**config.mk**
```make
export PLATFORM = sky130hd
export DESIGN_NAME = arbitro_calculadora_flat
export DESIGN_NICKNAME = d
export VERILOG_FILES = /design/src/rtl/arbitro_calculadora_if.sv /design/src/rtl/arbitro_calculadora.sv /design/src/flat_wrapper.sv
export SDC_FILE = /design/constraint.sdc
export NUM_CORES = 1
export LEC_CHECK = 0
export ABC_AREA = 1
export CAP_MARGIN = 15
export CORE_AREA = 2 2 73 61
export DETAILED_ROUTE_END_ITERATION = 10
export DIE_AREA = 0 0 75 63
export MAX_ROUTING_LAYER = met4
export PLACE_DENSITY = 0.85
export REMOVE_ABC_BUFFERS = 1
export SETUP_SLACK_MARGIN = 0.05
export SYNTH_ARGS = -nofsm -noshare
export SYNTH_HDL_FRONTEND = slang
export SYNTH_SLANG_ARGS = --single-unit
```
**constraint.sdc**
```tcl
create_clock -name clk -period 3.4 [get_ports clk]
set_input_delay 0.85 -clock clk [delete_from_list [all_inputs] [get_ports clk]]
set_output_delay 0.85 -clock clk [all_outputs]
set_load 0.02 [all_outputs]
```
**src/rtl/arbitro_calculadora_if.sv**
```systemverilog
// Request/response bundle between two command sources and the shared calculator arbiter.
// Carries two valid/ready request channels, two valid/ready response channels, shared result.
// Signal-only interface: no logic, no clocking.
interface arbitro_calculadora_if;
  logic       req0_valid;
  logic       req0_ready;
  logic [7:0] req0_A;
  logic [7:0] req0_B;
  logic [2:0] req0_codigo;
  logic       req1_valid;
  logic       req1_ready;
  logic [7:0] req1_A;
  logic [7:0] req1_B;
  logic [2:0] req1_codigo;
  logic       resp0_valid;
  logic       resp0_ready;
  logic       resp1_valid;
  logic       resp1_ready;
  logic [7:0] resp_saida;
  logic       ocupado;

  // Arbiter side
  modport slave (
    input  req0_valid, req0_A, req0_B, req0_codigo,
    input  req1_valid, req1_A, req1_B, req1_codigo,
    input  resp0_ready, resp1_ready,
    output req0_ready, req1_ready,
    output resp0_valid, resp1_valid, resp_saida, ocupado
  );

  // Requester side
  modport master (
    output req0_valid, req0_A, req0_B, req0_codigo,
    output req1_valid, req1_A, req1_B, req1_codigo,
    output resp0_ready, resp1_ready,
    input  req0_ready, req1_ready,
    input  resp0_valid, resp1_valid, resp_saida, ocupado
  );
endinterface

```
**src/rtl/arbitro_calculadora.sv**
```systemverilog
// Round-robin arbiter sharing one 8-bit calculator between two requesters.
// Latency: accept at edge N, result registered at N+1, response seen at N+2; one op per 3 cycles.
// Backpressure: response held until respN_ready; no request accepted while busy.

// Combinational 8-bit calculator, arithmetic modulo 256.
module calculadora (
  input  logic [7:0] A_i,
  input  logic [7:0] B_i,
  input  logic [2:0] codigo_i,
  output logic [7:0] saida_o
);
  // Operation decode
  always_comb begin
    saida_o = 8'd0;
    case (codigo_i)
      3'b001:  saida_o = A_i;
      3'b010:  saida_o = B_i;
      3'b011:  saida_o = A_i + B_i;
      3'b100:  saida_o = A_i - B_i;
      default: saida_o = 8'd0;
    endcase
  end
endmodule

module arbitro_calculadora (
  input  logic                   clk,
  input  logic                   rst_n,
  arbitro_calculadora_if.slave   bus
);
  typedef enum logic [1:0] {
    OCIOSO   = 2'd0,
    EXECUTA  = 2'd1,
    RESPONDE = 2'd2
  } estado_t;

  estado_t    estado_q, estado_d;
  logic       ultimo_q, ultimo_d;   // port served most recently; loses the next tie
  logic       venc_q;               // winner of the transaction in flight
  logic [7:0] a_q, b_q;
  logic [2:0] cod_q;
  logic [7:0] saida_q;

  logic       grant_vld;
  logic       grant;
  logic       aceita;
  logic       resp_rdy_sel;
  logic [7:0] calc_saida;

  // Grant: single requester wins outright, a tie goes to the port not served last
  always_comb begin
    grant_vld = bus.req0_valid | bus.req1_valid;
    grant     = 1'b0;
    if (bus.req0_valid && bus.req1_valid) begin
      grant = ~ultimo_q;
    end else if (bus.req1_valid) begin
      grant = 1'b1;
    end
  end

  // Ready is gated by rst_n so nothing looks accepted while reset is held
  assign bus.req0_ready = rst_n && (estado_q == OCIOSO) && grant_vld && !grant;
  assign bus.req1_ready = rst_n && (estado_q == OCIOSO) && grant_vld &&  grant;

  assign aceita       = (estado_q == OCIOSO) && grant_vld;
  assign resp_rdy_sel = venc_q ? bus.resp1_ready : bus.resp0_ready;

  assign bus.resp0_valid = (estado_q == RESPONDE) && !venc_q;
  assign bus.resp1_valid = (estado_q == RESPONDE) &&  venc_q;
  assign bus.resp_saida  = saida_q;
  assign bus.ocupado     = (estado_q != OCIOSO);

  // Calculator sees only latched operands, never the live request ports
  calculadora u_calc (
    .A_i      (a_q),
    .B_i      (b_q),
    .codigo_i (cod_q),
    .saida_o  (calc_saida)
  );

  // Next-state and fairness pointer update
  always_comb begin
    estado_d = estado_q;
    ultimo_d = ultimo_q;
    case (estado_q)
      OCIOSO: begin
        if (aceita) estado_d = EXECUTA;
      end
      EXECUTA: begin
        estado_d = RESPONDE;
      end
      RESPONDE: begin
        if (resp_rdy_sel) begin
          estado_d = OCIOSO;
          ultimo_d = venc_q;
        end
      end
      default: estado_d = OCIOSO;
    endcase
  end

  // State register; ultimo resets to 1 so port 0 wins the first tie
  always_ff @(posedge clk or negedge rst_n) begin
    if (!rst_n) begin
      estado_q <= OCIOSO;
      ultimo_q <= 1'b1;
    end else begin
      estado_q <= estado_d;
      ultimo_q <= ultimo_d;
    end
  end

  // Operand latch on accept, result capture at the end of EXECUTA
  always_ff @(posedge clk or negedge rst_n) begin
    if (!rst_n) begin
      venc_q  <= 1'b0;
      a_q     <= 8'd0;
      b_q     <= 8'd0;
      cod_q   <= 3'd0;
      saida_q <= 8'd0;
    end else begin
      if (aceita) begin
        venc_q <= grant;
        a_q    <= grant ? bus.req1_A      : bus.req0_A;
        b_q    <= grant ? bus.req1_B      : bus.req0_B;
        cod_q  <= grant ? bus.req1_codigo : bus.req0_codigo;
      end
      if (estado_q == EXECUTA) begin
        saida_q <= calc_saida;
      end
    end
  end
endmodule
```
**src/flat_wrapper.sv**
```systemverilog
// flat-port wrapper written by rule: the top's interface ports become plain ports
module arbitro_calculadora_flat 
  (clk, rst_n, bus_req0_valid, bus_req0_A, bus_req0_B, bus_req0_codigo, bus_req1_valid, bus_req1_A, bus_req1_B, bus_req1_codigo, bus_resp0_ready, bus_resp1_ready, bus_req0_ready, bus_req1_ready, bus_resp0_valid, bus_resp1_valid, bus_resp_saida, bus_ocupado);
  arbitro_calculadora_if bus_i ();
  input  logic clk;
  input  logic rst_n;
  input wire logic [$bits(bus_i.req0_valid)-1:0] bus_req0_valid;
  input wire logic [$bits(bus_i.req0_A)-1:0] bus_req0_A;
  input wire logic [$bits(bus_i.req0_B)-1:0] bus_req0_B;
  input wire logic [$bits(bus_i.req0_codigo)-1:0] bus_req0_codigo;
  input wire logic [$bits(bus_i.req1_valid)-1:0] bus_req1_valid;
  input wire logic [$bits(bus_i.req1_A)-1:0] bus_req1_A;
  input wire logic [$bits(bus_i.req1_B)-1:0] bus_req1_B;
  input wire logic [$bits(bus_i.req1_codigo)-1:0] bus_req1_codigo;
  input wire logic [$bits(bus_i.resp0_ready)-1:0] bus_resp0_ready;
  input wire logic [$bits(bus_i.resp1_ready)-1:0] bus_resp1_ready;
  output wire logic [$bits(bus_i.req0_ready)-1:0] bus_req0_ready;
  output wire logic [$bits(bus_i.req1_ready)-1:0] bus_req1_ready;
  output wire logic [$bits(bus_i.resp0_valid)-1:0] bus_resp0_valid;
  output wire logic [$bits(bus_i.resp1_valid)-1:0] bus_resp1_valid;
  output wire logic [$bits(bus_i.resp_saida)-1:0] bus_resp_saida;
  output wire logic [$bits(bus_i.ocupado)-1:0] bus_ocupado;
  assign bus_i.req0_valid = bus_req0_valid;
  assign bus_i.req0_A = bus_req0_A;
  assign bus_i.req0_B = bus_req0_B;
  assign bus_i.req0_codigo = bus_req0_codigo;
  assign bus_i.req1_valid = bus_req1_valid;
  assign bus_i.req1_A = bus_req1_A;
  assign bus_i.req1_B = bus_req1_B;
  assign bus_i.req1_codigo = bus_req1_codigo;
  assign bus_i.resp0_ready = bus_resp0_ready;
  assign bus_i.resp1_ready = bus_resp1_ready;
  assign bus_req0_ready = bus_i.req0_ready;
  assign bus_req1_ready = bus_i.req1_ready;
  assign bus_resp0_valid = bus_i.resp0_valid;
  assign bus_resp1_valid = bus_i.resp1_valid;
  assign bus_resp_saida = bus_i.resp_saida;
  assign bus_ocupado = bus_i.ocupado;
  arbitro_calculadora u_core (.clk(clk), .rst_n(rst_n), .bus(bus_i));
endmodule
```
==> Word level (Yosys, flattened, before mapping) <==
Index checks and enable logic that the tools add are counted.
{ "totals": {"regBits": 31, "in_bits": 44, "output_inout_bits": 13, "word_cells": 43} }
{ "op_classes": {"addsub": 2, "eq_ne": 8, "muxes": 10, "bitwise": 2, "reduce_logical": 14} }
{ "op_table": {"columns": ["operator", "n"], "rows": [
  ["$pmux W8 S4", 1],
  ["$mux W8", 2],
  ["$add A8 B8 Y8", 1],
  ["$logic_and A1 B1 Y1", 8],
  ["$sub A8 B8 Y8", 1],
  ["$eq A3 B2 Y1 const B", 2],
  ["$pmux W2 S3", 1],
  ["$mux W2", 2],
  ["$ne A2 B1 Y1 const B", 2],
  ["$reduce_and A2 Y1", 2],
  ["$eq A3 B1 Y1 const B", 1],
  ["$eq A3 B3 Y1 const B", 1],
  ["$mux W1", 3],
  ["$mux W3", 1],
  ["$eq A2 B1 Y1 const B", 1],
  ["$eq A2 B2 Y1 const B", 1],
  ["$logic_not A1 Y1", 2],
  ["$logic_not A2 Y1", 1],
  ["$reduce_bool A2 Y1", 1],
  ["$not A1 Y1", 1],
  ["$or A1 B1 Y1", 1]
]} }

==> Logic depth before layout (Yosys ltp) <==
{ "logic_depth": {"depth_word": 4, "ltp_mapped": 19, "ltp_nobuf": 19} }

==> Modules after synthesis <==
A second synthesis with hierarchy kept.
{ "unflattened": {"hier_cells": 365, "area_unflattened_um2": 2377.3} }
{ "by_module_without_submodules": {"columns": ["mod", "instances", "cells_each", "area_each_um2", "seq_area_each_um2"], "rows": [
  ["arbitro_calculadora", 1, 230, 1660.3, 777.0],
  ["calculadora", 1, 135, 716.9, 0.0]
]} }

==> Worst setup path before layout <==
OpenSTA, ideal clock, no wires.
{ "synth_timing": {"path_type": "input to output", "start": "input bus_req0_valid", "end": "output bus_req0_ready", "t_arrival_ns": 1.653, "required_time_ns": 2.550, "setup_slack_ns": 0.897, "cell_stages": 5, "n_path_buf": 1, "path_cell_list": "nand2_1 -> nand2_1 -> inv_1 -> clkbuf_1 -> nor3_1"} }
{ "synth_between": {"elab_chain_len": 4, "word_cells_on_any_way": 6, "classes_between": "mux: 1; bitwise: 1; reduce/logical: 4"} }
{ "synth_lines": {"columns": ["element", "line_no", "text"], "rows": [
  ["from (decl)", "flat_wrapper.sv:7", "input wire logic [$bits(bus_i.req0_valid)-1:0] bus_req0_valid;"],
  ["$logic_and A1 B1 Y1", "arbitro_calculadora.sv:53", "if (bus.req0_valid && bus.req1_valid) begin"],
  ["$mux W1", "arbitro_calculadora.sv:53", null],
  ["$logic_not A1 Y1", "arbitro_calculadora.sv:61", "assign bus.req0_ready = rst_n && (estado_q == OCIOSO) && grant_vld && !grant;"],
  ["$logic_and A1 B1 Y1 *", "arbitro_calculadora.sv:61", null],
  ["to (decl)", "flat_wrapper.sv:17", "output wire logic [$bits(bus_i.req0_ready)-1:0] bus_req0_ready;"]
]} }
Every way passes the cells marked *; elsewhere a longest branch is shown, timed or not.

==> Worst setup path in the final report <==
Ends and elaborated chain as after synthesis.

==> impl_metrics.tcl <==
set metrics [dict create \
    finalCritPeriodShare 0.9376 \
    layout.nets 392 \
    grt_usage 0.2579 \
    num_vias 2035 \
    core_area_sq_mm 0.004020 \
    drtIter0Drc 136 \
    slew_headroom 0.6931 \
    cts_htree_levels 2 \
    hold_viol 0 \
    hp-class "flop to flop" \
    grt_pass1_wl_mm 9.142 \
    ant_nets 0 \
    initial_utilization 0.5054 \
    synth_top_family_by_area "simple AND/OR/NAND/NOR gates" \
    most-common-layout-cells "nand2_1, clkdlybuf4s50_1, inv_1" \
    ys_types 29 \
    powerDensity_mw_per_mm2 1063 \
    synthCells 280 \
    cts_setup_buffers 0 \
    regToRegEndpoint "u_core.bus.resp_saida[7]" \
    min_period_ns 3.188 \
    vias_per_cell 5.126 \
    cp_num_buf_inv 3 \
    place.port_buffers 56 \
    rsz0062_at_grt "false" \
    syn_area_sq_mm 0.002032 \
    hold_ws_ns 0.4802 \
    fin_skew_ns 0.003998 \
    leakagePower_nw 1.347 \
    floorplan.rows 21 \
    worstPathMaxFanout 4 \
    outcome "completed" \
    synth_area_leaders "dfrtp_1, nand2_1, inv_1" \
    synth-xor-area-share 0.02586 \
    ios 57 \
    synth.area.mux_share 0.004926 \
    worstSetupStartpoint "bus_req0_valid" \
    cap_violations 0 \
    crit_chain "clkdlybuf4s50_1 -> nand2_1 -> nand2_1 -> inv_1 -> nor3_1 -> clkdlybuf4s50_1" \
    cp_slowest_cell "clkdlybuf4s50_1" \
    tritoncts "done" \
    clock-sinks 31 \
    ir_worst_vdd_uv 578.9 \
    numCtsBuffers 5 \
    cp-end-kind "output pin" \
    final.setup.tns_ns 0 \
    drive_above_1_share 0.06471 \
    whs_path_depth 2 \
    cp-start-kind "input port" \
    yosys_warnings 0 \
    path_clk_slew_ns 0.07 \
    hpwlAfterDp_mm 4.082 \
    die_w_microns 75 \
    rr_startpoint "u_core.b_q[0]" \
    hold_end "u_core.bus.resp_saida[5]" \
    synthSimpleGateAreaFrac 0.2334 \
    r2r_cells 17 \
    rrSetupSlack_ns 0.76 \
    synth_compound_area_frac 0.1835 \
    area_delta_synth_final_pct 35.34 \
    antenna_cells 0 \
    syn_area_per_cell_sq_um 7.257 \
    die_y_microns 63 \
    setup_slack_ns 0.2122 \
    netlist.top_cell.by_area "dfrtp_1" \
    post-place-ws_ns 0.2125 \
    cts_hold_repair.buffers 0 \
    criticalPathCategory "input port to output pin" \
    synth-adder-area-share 0.05911 \
    hp-start "u_core.bus.resp_saida[5]" \
    place_congestion 0.9307 \
    post_cts_resized 0 \
    clock_latency_ns 0.28 \
    grt_pass1_vias 2000 \
    slew_violations 0 \
    drc 0 \
    crit_family "buffers and inverters" \
    dp_cells 389 \
    wirelength_mm 5.339 \
    clockBufferDepth 2 \
    ys_seq_area_frac 0.3824 \
    worst_pin_slew_ns 0.4590 \
    firstDrtPassIters 4 \
    grt_overflow 0 \
    finalSetupViolCount 0 \
    fmax_mhz 313.7 \
    worstPathRequired_ns 2.55 \
    max_stage_delay_ns 0.64 \
    final_util 0.6841 \
    ys_seq_elements 31 \
    final_cells 397 \
    dieArea_sq_mm 0.004725 \
    grt_max_degree 32 \
    yosys.area.top_type_share 0.3695 \
    wl_per_cell_microns 13.45 \
    clockRootBuffer "clkbuf_8" \
    cp.arrival_ns 2.34 \
    fillers 348 \
    antenna_found_initial 0 \
]
-- how the worst max path moves through the flow --
stage / slack (ns) / endpoint / cells after the start
after floorplan: 0.48 / bus_req0_ready / 4
after global placement: 0.24 / bus_req0_ready / 4
after detailed placement: 0.21 / bus_req0_ready / 6
after CTS: 0.22 / bus_req0_ready / 6
after global routing: 0.05 / bus_req0_ready / 6
final: 0.21 / bus_req0_ready / 6
-- logic make-up (layout without fill, tap and decap cells) --
group,count (synthesis),after routing
and+or+nand+nor,112,112
AOI/OAI and AO/OA,65,65
buffers and inverters,56,116
DFF,31,31
adders and majority gates,9,9
xor gates and xnor gates,6,6
muxes,1,1
-- flip-flops by register name (all words and copies together) (netlist names) --
signal	count
u_core.a_q	8
u_core.bus.resp_saida	8
u_core.estado_q	2
u_core.venc_q	1
u_core.cod_q	3
u_core.b_q	8
u_core.ultimo_q	1
-- metrics by stage --
stage          power, mW  area [sq um]
2_1_floorplan      2.057          1983
3_3_place_gp       2.565          2665
3_5_place_dp       2.624          2665
4_1_cts            2.928          2750
5_1_grt            3.242          2750
6_report           2.924          2750
-- cells in the mapped netlist --
master and n:
buf_6 1, o31ai_1 1, o221ai_1 2, inv_1 47, o21ai_1 1, nand2_2 4
xnor2_1 1, nand2_4 1, o21bai_1 1, o21ai_0 27, buf_2 6, nor2_2 1
xor2_1 5, mux2i_1 1, dfrtp_1 30, o22ai_1 25, nand2_1 56, fa_1 1
nor2_1 29, nor3_1 3, ha_1 8, nand4_1 2, or2_2 2, nand3b_1 1
a21oi_2 1, a21oi_1 7, nand3_1 13, clkbuf_1 2, dfstp_2 1
-- layer usage --
| metal | GRT usage | wire length [microns] | part of all wire | up-vias |
|---|---|---|---|---|
| li1 | - | - | - | 1034 |
| met1 | 0.3456 | 2401 | 0.45 | 939 |
| met2 | 0.4134 | 2562 | 0.48 | 60 |
| met3 | 0.05323 | 346 | 0.065 | 2 |
| met4 | 0.03348 | 29 | 0.0054 | 0 |
| met5 | - | 0 | 0 | - |
-- power by group --
group | internal (mW) | switching, mW
sequential | 0.545 | 0.130
combinational | 0.770 | 1.19
clock | 0.143 | 0.144
-- tightest hold or removal path, delay by kind of cell, from the launching register on --
family           cells  cell delay [ns]
DFF                  1             0.35
and+or+nand+nor      2             0.10
-- area by class of cell --
type | instances | area [sq um] | area share
multi-input combinational | 193 | 1030 | 0.3744
sequential | 31 | 777.0 | 0.2825
timing repair buffer | 61 | 610.6 | 0.2220
inverter | 47 | 176.4 | 0.06415
clock buffer | 6 | 72.57 | 0.02639
tap | 57 | 71.32 | 0.02593
clock inverter | 2 | 12.51 | 0.004550
Note: power is estimated with default switching activity, not from simulation.
==> variant 1 (same flow settings) <==
Remove the case item `3'b100` of the case on `codigo_i`.
--- a/src/rtl/arbitro_calculadora.sv
+++ b/src/rtl/arbitro_calculadora.sv
@@ -18,3 +18,2 @@
       3'b011:  saida_o = A_i + B_i;
-      3'b100:  saida_o = A_i - B_i;
       default: saida_o = 8'd0;
Function: changed (a bounded check fails within 4 cycles, from zero or initial values and one cycle with rst_n low).
==> variant 1 against the original RTL <==
  * Area after synthesis rose by 2.8%
  * Register-to-register slack better by 0.83 ns
  * Power fell by 15%
  * Routed wire length shrank 14%
  * Sequential share of layout area is 0.32 points lower
  * Worst setup slack lost 0.0053 ns
  * Cell area grew 1.1%
  * Clock skew increased by 0.0039 ns
  * Sequential cell count did not move
  * Sequential power shrank 2%
  * Critical endpoint is now bus_req1_ready
==> variant 1: results <==
group,metric,value,unit
run_status,status,"finished clean",
yosys,syn_inst,254,
detailed_routing,dr.pass1.iters,4,
detailed_routing,wl,4.58,mm
critical_path,slowest_delay,0.60,ns
final_layout,drive_above_1_share,17.3,%
yosys,ys_top_cells_by_area,"dfrtp_1 (36%), nand2_1 (12%), o22ai_2 (7.8%), o21ai_2 (7.1%), inv_1 (6.1%)",
sta,fin_skew,0.00787,ns
yosys,async_flop_share,100,%
placed_design,finalWeightedCongestion,0.882,
global_route,use_met3,3.87,%
power_and_ir_drop,leakage,1.34,nW
power_and_ir_drop,ir_worst_vdd,346,µV
global_route,use_met2,36.8,%
final_layout,diodes,0,
global_route,grtUsageMet1,26.1,%
detailed_routing,met3_length,226,µm
clock_network,clockBufferDepth,2,
placed_design,dp_slack,0.0764,ns
detailed_routing,viasPerCell,5.06,
final_layout,areaGrowthSynthToFinish,33.2,%
global_route,grt_pass1_vias,1756,
global_route,antenna_found_initial,0,
detailed_routing,avgRoutedWirePerCell,12.4,µm
sta,relSlewSlack,67.9,%
detailed_routing,drtIter0Drc,83,
final_layout,fillerInstances,340,
clock_network,clockRootBuffer,"clkbuf_8",
clock_network,clk_latency,0.29,ns
yosys,netlist.area_leader.share,35.9,%
sta,hold_viol_final,0,
placed_design,detailed_place_hpwl,3.54,mm
detailed_routing,dr_wl_met2,2.29,mm
yosys,synthTopCellsByCount,"nand2_1 (67), inv_1 (34), dfrtp_1 (30)",
global_route,grt_pass1_wl,7.76,mm
critical_path,critical_path.max_fanout,3,
detailed_routing,met1_length,1.99,mm
global_route,grt_max_degree,35,
placed_design,placed_cell_area,0.00266,mm²
yosys,synth-seq-cells,31,
final_layout,fin_nets,364,
global_route,grt_usage,22.0,%
clock_network,clk_pin_slew,0.06,ns
yosys,ys_warn_count,0,
yosys,synth_seq_area_share,37.2,%
yosys,synth_cell_type_count,34,
critical_path,critPathSlowestCell,"clkdlybuf4s50_1",
## variant 1: changes by cell type in the layout (fill, tap and decap cells not counted), sizes merged, moves of 2 or more
cell	unedited run	this run
nand4	2	0
inv	47	36
nand3	13	15
a21o	0	2
buf	5	3
nor2	30	28
nor3	3	1
o221ai	2	0
nand3b	1	3
xor2	5	1
o22ai	25	17
nand2	61	67
a21oi	8	3
## variant 1: final cells by class
cell class	count	share of cell area [%]
multi-input cells	179	39.2
inverters	36	5.04
repair buffers	59	21.1
clock buffers	6	2.97
well taps	57	2.56
flip-flops and latches	31	27.9
clock inverters	2	1.26
## variant 1: worst paths after layout
kind                                          startpoint                  endpoint  cells past startpoint  slack [ns]
worst min register to register  u_core.bus.resp_saida[6]  u_core.bus.resp_saida[6]                      2        0.48
worst max-delay path                      bus_req1_valid            bus_req1_ready                      6        0.21
max in group asynchronous                          rst_n           u_core.ultimo_q                      2        2.08
min in group asynchronous                          rst_n             u_core.a_q[0]                      2        1.01
worst min-delay path            u_core.bus.resp_saida[6]  u_core.bus.resp_saida[6]                      2        0.48
worst max register to register             u_core.b_q[0]  u_core.bus.resp_saida[1]                      6        1.59
## variant 1: kinds of logic after synthesis
logic type | synth area share, %
flip-flops | 37.2
buffers and inverters | 10.6
adder cells (fa/ha/maj) | 5.15
XOR/XNOR | 0.419
AO/OA/AOI/OAI | 21.7
AND/OR/NAND/NOR | 24.9
## variant 1: power by group
group	switching, mW	leakage, nW	total (mW)	internal (mW)
Clock	0.133	0.0612	0.370	0.237
Combinational	0.848	0.897	1.45	0.601
Sequential	0.122	0.385	0.664	0.542
## variant 1: repair_timing
action | in CTS | in global routing
resized for setup | 0 | 1
setup endpoints to repair | 0 | 1
setup buffers | 0 | 0
## variant 1: critical path: cells and delay by family
family	cells	cell delay, ns
buf+inv	3	1.22
simple gates	3	0.27
==> variant 2 (same flow settings) <==
Without the edit above. Encoding of `estado_t`: now one-hot (3 bits for 3 values).
--- a/src/rtl/arbitro_calculadora.sv
+++ b/src/rtl/arbitro_calculadora.sv
@@ -29,6 +29,6 @@
 );
-  typedef enum logic [1:0] {
-    OCIOSO   = 2'd0,
-    EXECUTA  = 2'd1,
-    RESPONDE = 2'd2
+  typedef enum logic [2:0] {
+    OCIOSO   = 3'b001,
+    EXECUTA  = 3'b010,
+    RESPONDE = 3'b100
   } estado_t;
Formal check against the unedited RTL: no difference found for any inputs over 10 cycles, from zero or initial values and one cycle with rst_n low; not proved beyond that.
==> variant 2 against the original RTL <==
  * Global-route usage up 1.3 points
  * Synthesized cell count is 2.1% higher
  * Routed wire length increased by 8.1%
  * Power grew 11%
  * Hold slack improved by 0.00081 ns
  * Critical path depth unchanged
  * Sequential cell count rose by 1
  * Area after synthesis grew 12%
  * Worst setup slack better by 0.044 ns
  * Via count up 7.7%
  * Sequential share of layout area decreased by 1.3 points
  * Cell area is 8.4% higher
  * Critical endpoint is now bus_req1_ready
==> variant 2: results <==
group,metric,value,unit
detailed_routing,dr.pass1.iters,5,
detailed_routing,drtIter0Drc,160,
global_route,grt_pass1_wl,9.38,mm
critical_path,worstReg2RegEnd,"u_core.bus.resp_saida[7]",
critical_path,ff2ff_setup_slack,0.91,ns
final_layout,fillerInstances,318,
power_and_ir_drop,leakage,1.44,nW
sta,fin_skew,0.00983,ns
power_and_ir_drop,ir_worst_vdd,582,µV
detailed_routing,viasPerCell,5.44,
placed_design,detailed_place_hpwl,4.30,mm
placed_design,dp_cells,395,
global_route,grt_max_degree,41,
placed_design,finalWeightedCongestion,0.900,
final_layout,drive_above_1_share,15.3,%
critical_path,endpoint,"bus_req1_ready",
yosys,synth-seq-cells,32,
global_route,grt_pass1_vias,2077,
final_layout,fin_nets,398,
clock_network,clk_latency,0.29,ns
clock_network,clockRootBuffer,"clkbuf_8",
clock_network,clk_pin_slew,0.06,ns
run_status,status,"finished clean",
sta,relSlewSlack,54.7,%
final_layout,fin_util,74.1,%
critical_path,r2r_cells,17,
critical_path,crit_start,"bus_req1_valid",
yosys,synth_seq_area_share,35.3,%
clock_network,numCtsBuffers,5,
yosys,syn_inst,286,
yosys,synthTopCellsByCount,"nand2_1 (61), inv_1 (46), dfrtp_1 (30)",
final_layout,fin_cells,403,
yosys,synth_cell_type_count,37,
global_route,grt_usage,27.1,%
detailed_routing,avgRoutedWirePerCell,14.3,µm
==> variant 2: cell families after synthesis <==
logic type,count (synthesis),share of synthesized area (%)
AO/OA/AOI/OAI,65,23.0
XOR/XNOR,6,2.31
adder cells (fa/ha/maj),9,5.27
buffers and inverters,56,11.0
flip-flops,32,35.3
AND/OR/NAND/NOR,118,23.2
==> variant 2: what timing repair did <==
item | CTS | global route
hold buffers | 0 | 0
setup endpoints to repair | 1 | 0
gates resized for setup | 1 | 0
buffers inserted | 0 | 0
==> variant 2: how the worst min path moves through the flow <==
stage	startpoint	end	slack [ns]	cells past startpoint
after global routing	u_core.bus.resp_saida[1]	u_core.bus.resp_saida[1]	0.51	2
final	u_core.bus.resp_saida[6]	u_core.bus.resp_saida[6]	0.48	2
after detailed placement	u_core.bus.resp_saida[3]	u_core.bus.resp_saida[3]	0.47	2
after CTS	u_core.bus.resp_saida[3]	u_core.bus.resp_saida[3]	0.49	2
after global placement	u_core.bus.resp_saida[6]	u_core.bus.resp_saida[6]	0.46	2
after floorplan	u_core.ultimo_q	u_core.ultimo_q	0.46	2
==> variant 2: per-layer routing <==
layer,GRT usage (%),up-vias,share of wire [%]
met5,-,-,0
met4,9.15,0,1.8
met3,5.81,12,7.1
met2,43.3,88,48
met1,33.7,1035,43
li1,-,1056,-
==> variant 2: critical path, stage by stage <==
cell and delay (ns):
clkdlybuf4s50_1 0.47, nand2_1 0.07, inv_1 0.12, nand2_1 0.08, nor2_1 0.09, clkdlybuf4s50_1 0.60
==> variant 2: layout make-up <==
class / count / share of cell area [%]
clock inverters: 2 / 1.18
repair buffers: 61 / 20.0
clock buffers: 6 / 2.43
inverters: 47 / 5.92
flip-flops and latches: 32 / 27.0
well taps: 57 / 2.39
multi-input cells: 198 / 41.1
==> variant 2: stage by stage <==
stage	setup slack (ns)	cell area, µm²	total power, mW	hold slack [ns]
6_report	0.256	2980	3.24	0.481
5_1_grt	0.159	2980	3.52	0.512
4_1_cts	0.252	2980	3.22	0.486
3_5_place_dp	0.0484	2870	2.84	0.470
3_3_place_gp	0.144	2870	2.77	0.464
2_1_floorplan	0.145	2200	2.30	0.465
==> variant 2: where the power goes <==
part           total (mW)  leakage (nW)  switching (mW)  internal, mW
registers           0.708         0.395           0.136         0.573
logic                2.16         0.989            1.30         0.858
clock network       0.367        0.0552           0.150         0.217
total                3.24          1.44            1.59          1.65
